File: config.mk
export PLATFORM = sky130hd
export DESIGN_NAME = imem_loader
export DESIGN_NICKNAME = d
export VERILOG_FILES = /design/src/rtl/imem_loader.sv
export SDC_FILE = /design/constraint.sdc
export NUM_CORES = 1
export LEC_CHECK = 0
export BUFFER_PORTS_ARGS = -buffer_cell sky130_fd_sc_hd__buf_2
export CAP_MARGIN = 10
export CORE_ASPECT_RATIO = 0.75
export CORE_UTILIZATION = 55
export DETAILED_ROUTE_END_ITERATION = 10
export HOLD_SLACK_MARGIN = 0.03
export PLACE_DENSITY = 0.76
export SLEW_MARGIN = 0
export SYNTH_ARGS = -nofsm -noshare
export SYNTH_HDL_FRONTEND = slang
export SYNTH_SLANG_ARGS = --single-unit
File: constraint.sdc
create_clock -name clk -period 3.4 [get_ports clk]
set_clock_uncertainty 0.15 [all_clocks]
set_input_delay 0.17 -clock clk [delete_from_list [all_inputs] [get_ports clk]]
set_output_delay 0.17 -clock clk [all_outputs]
set_load 0.02 [all_outputs]
File: src/rtl/imem_loader.sv
// rtl/imem_loader.sv - boot-time imem programmer fed by an rx byte stream
module imem_loader #(
  parameter int DEPTH       = 256,
  parameter int TIMEOUT_CYC = 1000000,
  parameter int CNT_W       = 20
) (
  input  logic        clk,
  input  logic        rst_n,
  input  logic        start,
  input  logic [7:0]  rx_data,
  input  logic        rx_valid,
  output logic        imem_write,
  output logic [31:0] imem_addr,
  output logic [31:0] imem_data,
  output logic        cpu_rst_n,
  output logic        busy,
  output logic        done,
  output logic        error
);

  typedef enum logic [2:0] {
    S_IDLE,
    S_LEN,
    S_DATA,
    S_FIN,
    S_ERR
  } state_t;

  localparam logic [CNT_W-1:0] TMO_LAST = CNT_W'(TIMEOUT_CYC - 1);
  localparam logic [16:0]      DEPTH_L  = 17'(DEPTH);

  state_t           state;
  logic [1:0]       byte_idx;
  logic [15:0]      word_len;
  logic [15:0]      word_cnt;
  logic [23:0]      asm_lo;
  logic [CNT_W-1:0] tmo_cnt;
  logic [15:0]      len_next;

  assign busy     = (state == S_LEN) || (state == S_DATA);
  assign len_next = {rx_data, word_len[7:0]};

  always_ff @(posedge clk) begin
    if (!rst_n) begin
      state      <= S_IDLE;
      imem_write <= 1'b0;
      imem_addr  <= 32'd0;
      imem_data  <= 32'd0;
      cpu_rst_n  <= 1'b1;
      done       <= 1'b0;
      error      <= 1'b0;
      byte_idx   <= 2'd0;
      word_len   <= 16'd0;
      word_cnt   <= 16'd0;
      asm_lo     <= 24'd0;
      tmo_cnt    <= '0;
    end else begin
      imem_write <= 1'b0;
      done       <= 1'b0;
      case (state)
        S_IDLE: begin
          if (start) begin
            state     <= S_LEN;
            cpu_rst_n <= 1'b0;
            error     <= 1'b0;
            imem_addr <= 32'd0;
            byte_idx  <= 2'd0;
            word_cnt  <= 16'd0;
            tmo_cnt   <= '0;
          end
        end

        S_LEN: begin
          if (rx_valid) begin
            tmo_cnt <= '0;
            if (byte_idx == 2'd0) begin
              word_len[7:0] <= rx_data;
              byte_idx      <= 2'd1;
            end else begin
              word_len[15:8] <= rx_data;
              byte_idx       <= 2'd0;
              if (len_next == 16'd0) begin
                state <= S_FIN;
                done  <= 1'b1;
              end else if ({1'b0, len_next} > DEPTH_L) begin
                state <= S_ERR;
              end else begin
                state <= S_DATA;
              end
            end
          end else if (tmo_cnt == TMO_LAST) begin
            state <= S_ERR;
          end else begin
            tmo_cnt <= tmo_cnt + 1'b1;
          end
        end

        S_DATA: begin
          // imem_write high means this is the write cycle of the previous word
          if (imem_write) begin
            imem_addr <= imem_addr + 32'd4;
            word_cnt  <= word_cnt + 16'd1;
          end
          if (imem_write && (word_cnt == word_len - 16'd1)) begin
            state <= S_FIN;
            done  <= 1'b1;
          end else if (rx_valid) begin
            tmo_cnt  <= '0;
            byte_idx <= byte_idx + 2'd1;
            case (byte_idx)
              2'd0:    asm_lo[7:0]   <= rx_data;
              2'd1:    asm_lo[15:8]  <= rx_data;
              2'd2:    asm_lo[23:16] <= rx_data;
              default: begin
                imem_data  <= {rx_data, asm_lo};
                imem_write <= 1'b1;
              end
            endcase
          end else if (tmo_cnt == TMO_LAST) begin
            state <= S_ERR;
          end else begin
            tmo_cnt <= tmo_cnt + 1'b1;
          end
        end

        S_FIN: begin
          cpu_rst_n <= 1'b1;
          state     <= S_IDLE;
        end

        S_ERR: begin
          error <= 1'b1;
          state <= S_IDLE;
        end

        default: state <= S_IDLE;
      endcase
    end
  end

endmodule
### Word level (Yosys, flattened, before mapping)

Cells that the tools add are included.
W data, S select, Z words.

| storage, ports and cells | value |
|---|---|
| register bits | 149 |
| latch bits | 0 |
| RAM bits | 0 |
| memory bits (read-only) | 0 |
| bits of input ports | 12 |
| output and inout port bits | 69 |
| logic and storage cells | 100 |
| memories kept | 0 |

| cells by class | value |
|---|---|
| add/subtract/negate cells | 5 |
| multiply operators | 0 |
| div/mod/pow operators | 0 |
| order comparisons | 1 |
| eq/ne operators | 15 |
| shift operators | 0 |
| mux-type cells | 35 |
| bitwise logic cells | 6 |
| reduce and logical (&&, ||, !) cells | 23 |

Operators by type and width:

| operator | number |
|---|---|
| $mux W20 | 4 |
| $mux W32 | 2 |
| $pmux W32 S2 | 1 |
| $pmux W20 S3 | 1 |
| $add A32 B3 Y32 const B | 1 |
| $mux W16 | 2 |
| $pmux W16 S2 | 1 |
| $mux W3 | 8 |
| $add A20 B1 Y20 const B | 1 |
| $eq A20 B20 Y1 const B | 1 |
| $add A16 B1 Y16 const B | 1 |
| $eq A16 B16 Y1 | 1 |
| $gt A16 B9 Y1 const B | 1 |
| $logic_not A16 Y1 | 1 |
| $reduce_and A4 Y1 | 4 |
| $sub A16 B1 Y16 const B | 1 |
| $reduce_and A3 Y1 | 5 |
| $ne A2 B2 Y1 const B | 5 |
| $pmux W3 S3 | 1 |
| $mux W2 | 4 |
| $mux W1 | 7 |
| $eq A3 B2 Y1 const B | 2 |
| $not A1 Y1 | 6 |
| $pmux W1 S2 | 3 |
| 18 further kinds | 21 |

### Longest topological paths before layout

| logic depth | value |
|---|---|
| word-level depth | 6 |
| gate-level depth with buffers | 12 |
| mapped depth without buffers | 9 |

### Worst setup path after synthesis

Ideal clock, no wire load.

| path | value |
|---|---|
| kind | register to register |
| start | reg word_len[0] |
| end | reg imem_data[25] |
| library setup time | 0.132 ns |
| arrival | 2.829 ns |
| data required time | 3.118 ns |
| path slack | 0.288 ns |
| stages on the path, launching flop included | 13 |
| buffers on the path | 3 |
| clock period less this slack | 3.112 ns |
| cell sequence | dfxtp_1 buf_2 inv_1 ha_1 xor2_1 nand3_1 or4_1 or3_4 or4_4 buf_6 buf_6 nand4_1 a21oi_1 |

| on the way | value |
|---|---|
| cells in the longest elaborated chain, start to end | 5 |

Ends and longest elaborated chain:

| element | line | text |
|---|---|---|
| from (decl) | 34 | `logic [15:0] word_len;` |
| from (signal assigned) | 77 | `word_len[7:0] <= rx_data;` |
| $sub A16 B1 Y16 | 104 | `if (imem_write && (word_cnt == word_len - 16'd1)) begin` |
| $eq A16 B16 Y1 | 104 |  |
| $logic_and A1 B1 Y1 | 104 |  |
| $not A1 Y1 (no line) | - |  |
| $reduce_and A4 Y1 (no line) | - |  |
| to (signal assigned) | 115 | `imem_data <= {rx_data, asm_lo};` |
| to (decl) | 14 | `output logic [31:0] imem_data,` |

No other way between the ends.
A chain may end at the register's enable or synchronous reset.

### Worst setup path after layout

| path | value |
|---|---|
| start | reg word_len[0] |
| end | reg imem_data[17] |

The elaborated chain is that of the path after synthesis.

==> run metrics <==
status=finished clean; Syn. warnings=0; Seq/Total Area, Yosys=0.398; worst setup margin=0.145 ns; Seq pwr share=0.438; Crit Path Class=reg -> reg; RSZ-0062 raised after global routing=yes; most frequent cells in the layout=dfxtp_1 (147), nor2_1 (87), a21oi_1 (85), buf_2 (78), nand4_1 (72); share of cells above drive strength 1=0.163; Die X=approximately 140 µm; Worst EP required=3.56 ns; CORE AREA=approximately 0.013 mm²; Post-DP HPWL=12,200 µm; Period Utilization, post-route=0.957; Final Power=0.00400 W; Clock Sinks=around 150; Tot GR Track Use=0.281; Final TNS setup=0 ns; Clock Pin Slew Worst Setup and Hold Paths=around 0.06 ns; async set-reset flop share out of synthesis=0; Pwr Density=~460 mW/mm²; WL/cell=16.7 µm; Core Util, Final=0.659; max_cap viols=0; Placement Rows=36; Post-synth EDFFs=0; I/O Pins=81; drt pass-1 iters=7; Post-DRT Antenna Nets=0; CTS tree=done; Area growth, synth to finish=16.6%; GP Congestion=about 0.89; endpoints failing hold=0; DR vias/cell=between 6 and 7; Top FF cell, synth=dfxtp_1; Finished Cell Area=0.00861 mm²; leak pwr=3.12 nW; minimum clock period=approximately 3.3 ns; Clock Latency Late Sink=between 0.4 and 0.5 ns; Setup Fix Bufs, Post-CTS=0; Sw Ratio=0.238; Clk pwr share=0.476; Max FO, Critical Path=57; DRC=0; commonest non-fill, non-tap cell in the layout=dfxtp_1; via count=between 6k and 7k; Worst Setup End Kind=flop; Synth cell types=65; Worst Path Arrival=~3.4 ns; Worst slew margin=0.315; post-synthesis register bit count=147; I/O Buffers=just under 80; total global routing overflow=0; Inserted Diodes=0; Peak VDD IR=approximately 400 µV; drt total wl=about 19,000 µm; cts bufs inserted=17; average size of a mapped cell=between 8 and 9 µm²; first-pass GRT wire length=roughly 31,000 µm; pin count of the biggest net entering global routing=65; vias in the first global route=between 6k and 7k; dpl cell area=just under 0.008 mm²; antenna violations before repair=0; Hold Path Class=in -> reg; First DRT Iteration DRCs=560; cells after synthesis=883; critical path startpoint category=flop; FMAX=approximately 0.31 GHz; clk root buf=clkbuf_16; Final nets=between 900 and 1k; Die H=around 100 µm; die area=0.0139 mm²; internal power=0.00305 W; P_sw=0.000953 W; Place WS=between 0.15 and 0.2 ns; part of the power in combinational logic=0.086; Gates resized, CTS repair=0; CTS H-Tree Depth=4; setup violators final=0; clk buf depth=2; initial core utilization=0.566; Worst Tran Pin Value=1.03 ns; fin. max-slew vios=0; fill count=between 1k and 1.5k; synthesized area=0.00739 mm²
-- path summary, 6_finish.rpt --
check / startpoint / endpoint / slack [ns] / depth (start not counted)
setup / recovery: word_len[0] / imem_data[17] / 0.14 / 9
hold / removal: rx_valid / state[2] / 0.07 / 3
setup reg to reg: word_len[0] / imem_data[17] / 0.14 / 9
hold reg to reg: imem_data[18] / imem_data[18] / 0.31 / 2
-- worst max-delay path, stage by stage (launching register included) --
cell and delay, ns:
dfxtp_1 0.32, inv_1 0.04, ha_1 0.29, xor2_1 0.13, nand3_1 0.09, or4_1 0.56, or3_4 0.43, or4_4 0.79
nand4_1 0.24, a21oi_1 0.08
-- state kept, by name, summed over array words and instances (netlist names), 2 cells and up --
register,count
imem_data,32
byte_idx,2
word_cnt,16
asm_lo,24
tmo_cnt,20
state,3
word_len,16
imem_addr,30
-- layout make-up --
type                            instances  area, µm²  share of cell area
Multi-Input combinational cell        645       4050               0.470
Sequential cell                       147       2940               0.342
Timing Repair Buffer                  116        738              0.0857
Tap cell                              171        214              0.0248
Inverter                               20       75.1             0.00872
Clock buffer                           22        464              0.0539
Clock inverter                         10        131              0.0153
-- cell families (layout without fill, tap and decap cells) --
family,count (synthesis),after routing,share of synthesized area
AND/OR/NAND/NOR,354,354,0.259
AO/OA/AOI/OAI,210,210,0.184
flip-flops,147,147,0.398
buffers and inverters,92,168,0.0566
XOR/XNOR,51,51,0.0605
multiplexers,20,20,0.0271
adder cells (fa/ha/maj),8,8,0.0135
other,1,2,0.000508
-- cell usage after synthesis (all sizes together) (19+ instances only) --
cell / n / area (µm²)
nand4: 72 / 450
inv: 19 / 71.3
nand3: 32 / 160
xor2: 24 / 210
buf: 26 / 170
dfxtp: 147 / 2940
o21ai: 27 / 135
nor2: 87 / 327
o31ai: 61 / 458
clkbuf: 46 / 173
nor3: 23 / 131
xnor2: 27 / 236
mux2i: 20 / 200
nand2: 50 / 188
a21oi: 85 / 425
-- power groups by stage --
stage / clock network, W / registers (W) / logic (W)
global route: 0.00201 / 0.00175 / 0.000375
finish: 0.00190 / 0.00175 / 0.000343
global placement: 0 / 0.00179 / 0.000322
floorplan: 0 / 0.00179 / 0.000224
detailed placement: 0 / 0.00179 / 0.000325
CTS: 0.00193 / 0.00175 / 0.000337
-- timing repair --
| item | in CTS | in global routing |
|---|---|---|
| hold buffers | 10 | 0 |
| endpoints found under the setup margin | 0 | 5 |
| hold endpoints to repair | 49 | 0 |
-- metrics by stage --
stage / hold slack, ns / cells
final: 0.0682 / 1131
after detailed placement: 0.307 / 1089
after floorplan: 0.164 / 884
after global placement: 0.306 / 1089
after CTS: 0.0348 / 1131
after global routing: 0.0821 / 1131
-- per-layer routing --
| layer | track usage | vias to the layer above | share of wire |
|---|---|---|---|
| met5 | 0 | - | 0 |
| met4 | 0.111 | 0 | 0.017 |
| met3 | 0.0585 | 34 | 0.057 |
| met2 | 0.404 | 222 | 0.45 |
| met1 | 0.407 | 3337 | 0.48 |
| li1 | - | 3390 | - |
Note: power is estimated with default switching activity, not from simulation.
